===== config.mk =====
export PLATFORM = sky130hd
export DESIGN_NAME = vertex_unpacker
export DESIGN_NICKNAME = d
export VERILOG_FILES = /design/src/rtl/vertex_unpacker.sv
export SDC_FILE = /design/constraint.sdc
export NUM_CORES = 1
export LEC_CHECK = 0
export BUFFER_PORTS_ARGS = -buffer_cell sky130_fd_sc_hd__buf_2
export CAP_MARGIN = 10
export CORE_UTILIZATION = 56
export DETAILED_ROUTE_END_ITERATION = 16
export GPL_ROUTABILITY_DRIVEN = 0
export GPL_TIMING_DRIVEN = 0
export PLACE_DENSITY = 0.85
export SLEW_MARGIN = 30
export SYNTH_ARGS = -nofsm -noshare
export SYNTH_HDL_FRONTEND = slang
export SYNTH_SLANG_ARGS = --single-unit

===== constraint.sdc =====
create_clock -name clk -period 3.79 [get_ports clk]
set_input_delay 0.758 -clock clk [delete_from_list [all_inputs] [get_ports clk]]
set_output_delay 0.758 -clock clk [all_outputs]
set_load 0.005 [all_outputs]

===== src/rtl/vertex_unpacker.sv =====
// Vertex unpacker: pops DBITS-wide vertices from a show-ahead FIFO and
// emits them as NWORDS words of WBITS, least-significant word first,
// tagging the last word of each vertex and of each primitive.
//
// Output handshake: a word transfers on any cycle where out_valid and
// out_ready are both high. out_valid never drops and out_data, out_last
// and out_prim_end never change until that transfer happens.
// The only exceptions are flush and reset, which abort the vertex.
//
// busy reflects the FSM state directly: 0 = IDLE, 1 = SEND.
module vertex_unpacker #(
  parameter int DBITS      = 96,
  parameter int WBITS      = 32,
  parameter int PRIM_VERTS = 3
) (
  input  logic             clk,
  input  logic             reset,
  input  logic             enable,
  input  logic             flush,
  input  logic             fifo_empty,
  input  logic [DBITS-1:0] fifo_dout,
  output logic             fifo_rd,
  output logic             out_valid,
  input  logic             out_ready,
  output logic [WBITS-1:0] out_data,
  output logic             out_last,
  output logic             out_prim_end,
  output logic             busy,
  output logic [15:0]      vert_count
);

  localparam int NWORDS = DBITS / WBITS;
  localparam int WIDX_W = (NWORDS > 1) ? $clog2(NWORDS) : 1;
  localparam int VIDX_W = (PRIM_VERTS > 1) ? $clog2(PRIM_VERTS) : 1;
  localparam logic [WIDX_W-1:0] WIDX_LAST = WIDX_W'(NWORDS - 1);
  localparam logic [VIDX_W-1:0] VIDX_LAST = VIDX_W'(PRIM_VERTS - 1);

  typedef enum logic {
    IDLE = 1'b0,
    SEND = 1'b1
  } state_t;

  state_t             state_q, state_d;
  logic [DBITS-1:0]   hold_q, hold_d;
  logic [WIDX_W-1:0]  widx_q, widx_d;
  logic [VIDX_W-1:0]  vidx_q, vidx_d;
  logic [15:0]        vcnt_q, vcnt_d;

  logic handshake;
  logic last_word;
  logic pop;

  // Handshake / pop decode; reset gates the pop so it is 0 while reset is low.
  always_comb begin
    last_word = (widx_q == WIDX_LAST);
    handshake = (state_q == SEND) && out_ready;
    pop       = reset && enable && !fifo_empty && !flush &&
                ((state_q == IDLE) || (handshake && last_word));
  end

  // Word select from the holding register, least-significant word first.
  always_comb begin
    out_data = '0;
    for (int i = 0; i < NWORDS; i++) begin
      if (widx_q == WIDX_W'(i)) out_data = hold_q[i*WBITS +: WBITS];
    end
  end

  // Output decode: everything follows the registered state.
  always_comb begin
    out_valid    = (state_q == SEND);
    busy         = (state_q == SEND);
    out_last     = out_valid && last_word;
    out_prim_end = out_last && (vidx_q == VIDX_LAST);
    fifo_rd      = pop;
    vert_count   = vcnt_q;
  end

  // Next-state logic: flush wins outright; otherwise retire a word on a
  // handshake, then let a pop overwrite the holding register.
  always_comb begin
    state_d = state_q;
    hold_d  = hold_q;
    widx_d  = widx_q;
    vidx_d  = vidx_q;
    vcnt_d  = vcnt_q;
    if (flush) begin
      state_d = IDLE;
      widx_d  = '0;
      vidx_d  = '0;
    end else begin
      if (handshake) begin
        if (last_word) begin
          vcnt_d  = vcnt_q + 16'd1;
          vidx_d  = (vidx_q == VIDX_LAST) ? '0 : vidx_q + VIDX_W'(1);
          widx_d  = '0;
          state_d = IDLE;
        end else begin
          widx_d = widx_q + WIDX_W'(1);
        end
      end
      if (pop) begin
        hold_d  = fifo_dout;
        widx_d  = '0;
        state_d = SEND;
      end
    end
  end

  // State registers with asynchronous active-low reset.
  always_ff @(posedge clk or negedge reset) begin
    if (!reset) begin
      state_q <= IDLE;
      hold_q  <= '0;
      widx_q  <= '0;
      vidx_q  <= '0;
      vcnt_q  <= '0;
    end else begin
      state_q <= state_d;
      hold_q  <= hold_d;
      widx_q  <= widx_d;
      vidx_q  <= vidx_d;
      vcnt_q  <= vcnt_d;
    end
  end

endmodule

==> out/results.env <==
TIMING.RR.START='widx_q[0]'
CHIPWIDTH_UM=99.11
MOST_INSTANTIATED_CELLS_AFTER_SYNTHESIS='sky130_fd_sc_hd__dfrtp_1 (117), sky130_fd_sc_hd__mux2_1 (97), sky130_fd_sc_hd__nand2_1 (40)'
FP.COREAREA_SQ_UM=9196
CTS.HTREE.LEVELS=4
POST-SYNTH-TOP-AREA-CELL='sky130_fd_sc_hd__dfrtp_1'
POST_DETAILED_ROUTE_VIA_TO_CELL_RATIO=5.366
ACHIEVABLE-FREQUENCY_MHz=312.1
DRC=0
FINAL_HOLD_VIOL_COUNT=0
DESIGN_AREA_SQ_UM=6825
CTS_BUF_COUNT=17
END_KIND='primary output'
GLOBAL_ROUTE_WIRE_LENGTH_BEFORE_REPAIR_UM=19130
YS_DOMINANT_REG_CELL='sky130_fd_sc_hd__dfrtp_1'
ANTENNA_VIOLATIONS_BEFORE_REPAIR=0
FIRST_GLOBAL_VIAS=3958
TIMING_WORST_SLEW_PIN_VALUE_PS=531.2
CTS_RESIZED=0
COUNT_OF_MAX_CAP_CONSTRAINT_VIOLATIONS=0
R2R_END='hold_q[21]'
CTS-HOLD-FIX-BUFFERS=0
SYNTH.FF_LATCH_COUNT=117
POST_CTS_BUFFERS=0
GLOBAL_ROUTE.USAGE.MET2_PCT=45.62
SYN_AVG_CELL_AREA_SQ_UM=13.01
REG2REG_SLACK_PS=1890
INSERTION_DELAY_PS=510
POST-ROUTE-UTIL_PCT=74.22
POST_SYNTH_NUM_CELL_TYPES=36
DRIVE_ABOVE_1_SHARE_PCT=36.15
GR-MAX-USAGE-LAYER='met2'
DP_WORST_SETUP_SLACK_PS=634.9
MET3_USAGE_PCT=7.379
RSZ0062_AT_GRT='no'
START_UTIL_PCT=57.43
FILLERS=643
NUMBER_OF_DIODES=0
CRITPATHKIND='input port to primary output'
SYNTHESIS.INSTANCES=406
MIN_PERIOD_PS=3204
AREA_OF_THE_DIE_SQ_UM=9823
FIRST_ITER_VIOLATIONS=90
CTSROOTBUFFERMASTER='sky130_fd_sc_hd__clkbuf_8'
SYNTH_NETS=509
DESIGN.FINAL.NETS=683
DIE-HEIGHT_UM=99.11
FINAL_MAX_SLEW_VIOL_COUNT=0
OUTCOME='complete, no violations'
SYNTH_EDF_COUNT=0
GR_UTIL_MET1_PCT=30.11
DETAIL_ROUTE.FIRST_PASS.ITERATIONS=4
LARGEST_NET_DEGREE_AT_THE_START_OF_GLOBAL_ROUTING=67
SYNTHMOSTINSTANTIATEDCELL='sky130_fd_sc_hd__dfrtp_1'
YS_SEQ_AREA_SHARE_PCT=55.44
TIMING.SETUP.TNS_PS=0
NUMPORTBUFFERS=154
TOP_LEVEL_PORTS=155
WIRELENGTH_UM=11940
ASYNC_RESET_FF_SHARE_PCT=100.0
RR_WORST_DEPTH=7
MIN-DELAY-PATH-CLASS='input port to async pin'
LAYOUT_SETUP_WS_PS=586.0
SYNTH-WARNING-COUNT=0
CTS.PATH.MAX_BUFFERS=2
DETAILEDPLACEMENTHPWL_UM=8130
SETUP_VIOLATIONS=0
CLOCK_SKEW_PS=7.145
STARTPOINT_TYPE='input port'
ARRIVAL_PS=2450
POWER_PER_CELL_AREA_nW_PER_UM2=547.0
WORST_PATH_FANOUT_MAX=66
SYNTHTOPCELLSBYAREA='sky130_fd_sc_hd__dfrtp_1 (55%), sky130_fd_sc_hd__mux2_1 (21%), sky130_fd_sc_hd__mux2i_1 (6.1%), sky130_fd_sc_hd__nand2_1 (2.8%), sky130_fd_sc_hd__o21ai_0 (2.8%)'
POWER.IR.VDD_WORST_uV=286.1
CTS.SINKS=117
AREA_DELTA_SYNTH_FINAL_PCT=29.23
TRITONCTS_CLOCK_TREE='yes'
REQUIRED_TIME_REPORTED_FOR_THE_CRITICAL_PATH_ENDPOINT_PS=3030
MAX_SLEW_MARGIN_PCT=64.58
CLK_TRANSITION_REPORTED_PATHS_PS=60
ROUTED-VIA-COUNT=3772
DETAIL-ROUTE-ANTENNA-NETS=0
PLACEMENT_ROWS=35
GRT.TOTAL_USAGE_PCT=25.77
STATIC-LEAKAGE-POWER_nW=3.268
MAPPEDNETLISTAREA_SQ_UM=5281
POST-SYNTH-TOP-AREA-FRACTION_PCT=55.44
FINAL_MIN_PERIOD_OVER_CLOCK_PERIOD_PCT=84.54
GLOBALROUTE.TOTALOVERFLOW=0
POST_PLACE_CELL_AREA_SQ_UM=6228
ROUTE.DETAILED.WL_PER_INST_UM=16.98
report_power, final:
group	internal, mW	leakage [nW]	switching, mW
combinational	0.284	1.54	0.220
sequential	1.50	1.44	0.124
clock	1.04	0.291	0.572
total	2.82	3.27	0.916
cell usage in the layout, fill, tap and decap left out, drive strengths merged, types with 4 or more instances in the layout:
| cell | netlist | routed |
|---|---|---|
| buf | 18 | 173 |
| clkbuf | 7 | 27 |
| clkinv | 0 | 6 |
| dfrtp | 117 | 117 |
| inv | 4 | 5 |
| mux2 | 99 | 99 |
| mux2i | 32 | 32 |
| nand2 | 40 | 40 |
| nor2 | 7 | 7 |
| nor3 | 6 | 6 |
| nor3b | 4 | 4 |
| nor4 | 6 | 6 |
| o21ai | 32 | 32 |
| xor2 | 12 | 12 |
cell families after synthesis:
family	share of synthesized area, %
AO/OA/AOI/OAI	3.648
XOR/XNOR	2.488
AND/OR/NAND/NOR	8.173
buffers and inverters	2.843
adder cells (fa/ha/maj)	0.2369
multiplexers	27.17
flip-flops	55.44
registers in the layout (all words and copies together), names as in the netlist:
| register | flops |
|---|---|
| vidx_q | 2 |
| busy | 1 |
| vert_count | 16 |
| hold_q | 96 |
| widx_q | 2 |
worst max-delay path by stage:
stage / slack, ps / end / startpoint
global placement: -950 / fifo_rd / reset
CTS: 550 / fifo_rd / reset
detailed placement: 630 / fifo_rd / reset
global route: 400 / fifo_rd / reset
floorplan: 1480 / fifo_rd / flush
finish: 590 / fifo_rd / reset
layout make-up:
cell class	count	area, sq um	area share (%)
buffer	25	135.1	1.980
clock buffer	20	445.4	6.526
clock inverter	11	151.4	2.218
inverter	4	15.01	0.2200
multi-input combinational	260	2203	32.28
sequential	117	2928	42.90
tap	111	138.9	2.035
timing repair buffer	155	808.3	11.84
through the flow:
step	std cells	hold slack, ps	power [mW]
floorplan	406	457.4	1.885
global placement	671	453.9	2.097
detailed placement	672	471.1	2.149
CTS	703	199.1	3.769
global route	703	204.2	3.902
finish	703	187.3	3.733
routing by layer:
metal  up-vias  wire, um
li1       1774         -
met1      1876      4732
met2       100      6412
met3        22       556
met4         0       232
met5         -         0
worst max-delay path, stage by stage:
cell and delay (ps):
sky130_fd_sc_hd__buf_8 370, sky130_fd_sc_hd__nor4bb_1 460, sky130_fd_sc_hd__and2_1 190, sky130_fd_sc_hd__buf_2 170
sky130_fd_sc_hd__buf_2 280, sky130_fd_sc_hd__buf_2 160
Note: power is estimated with default switching activity, not from simulation.
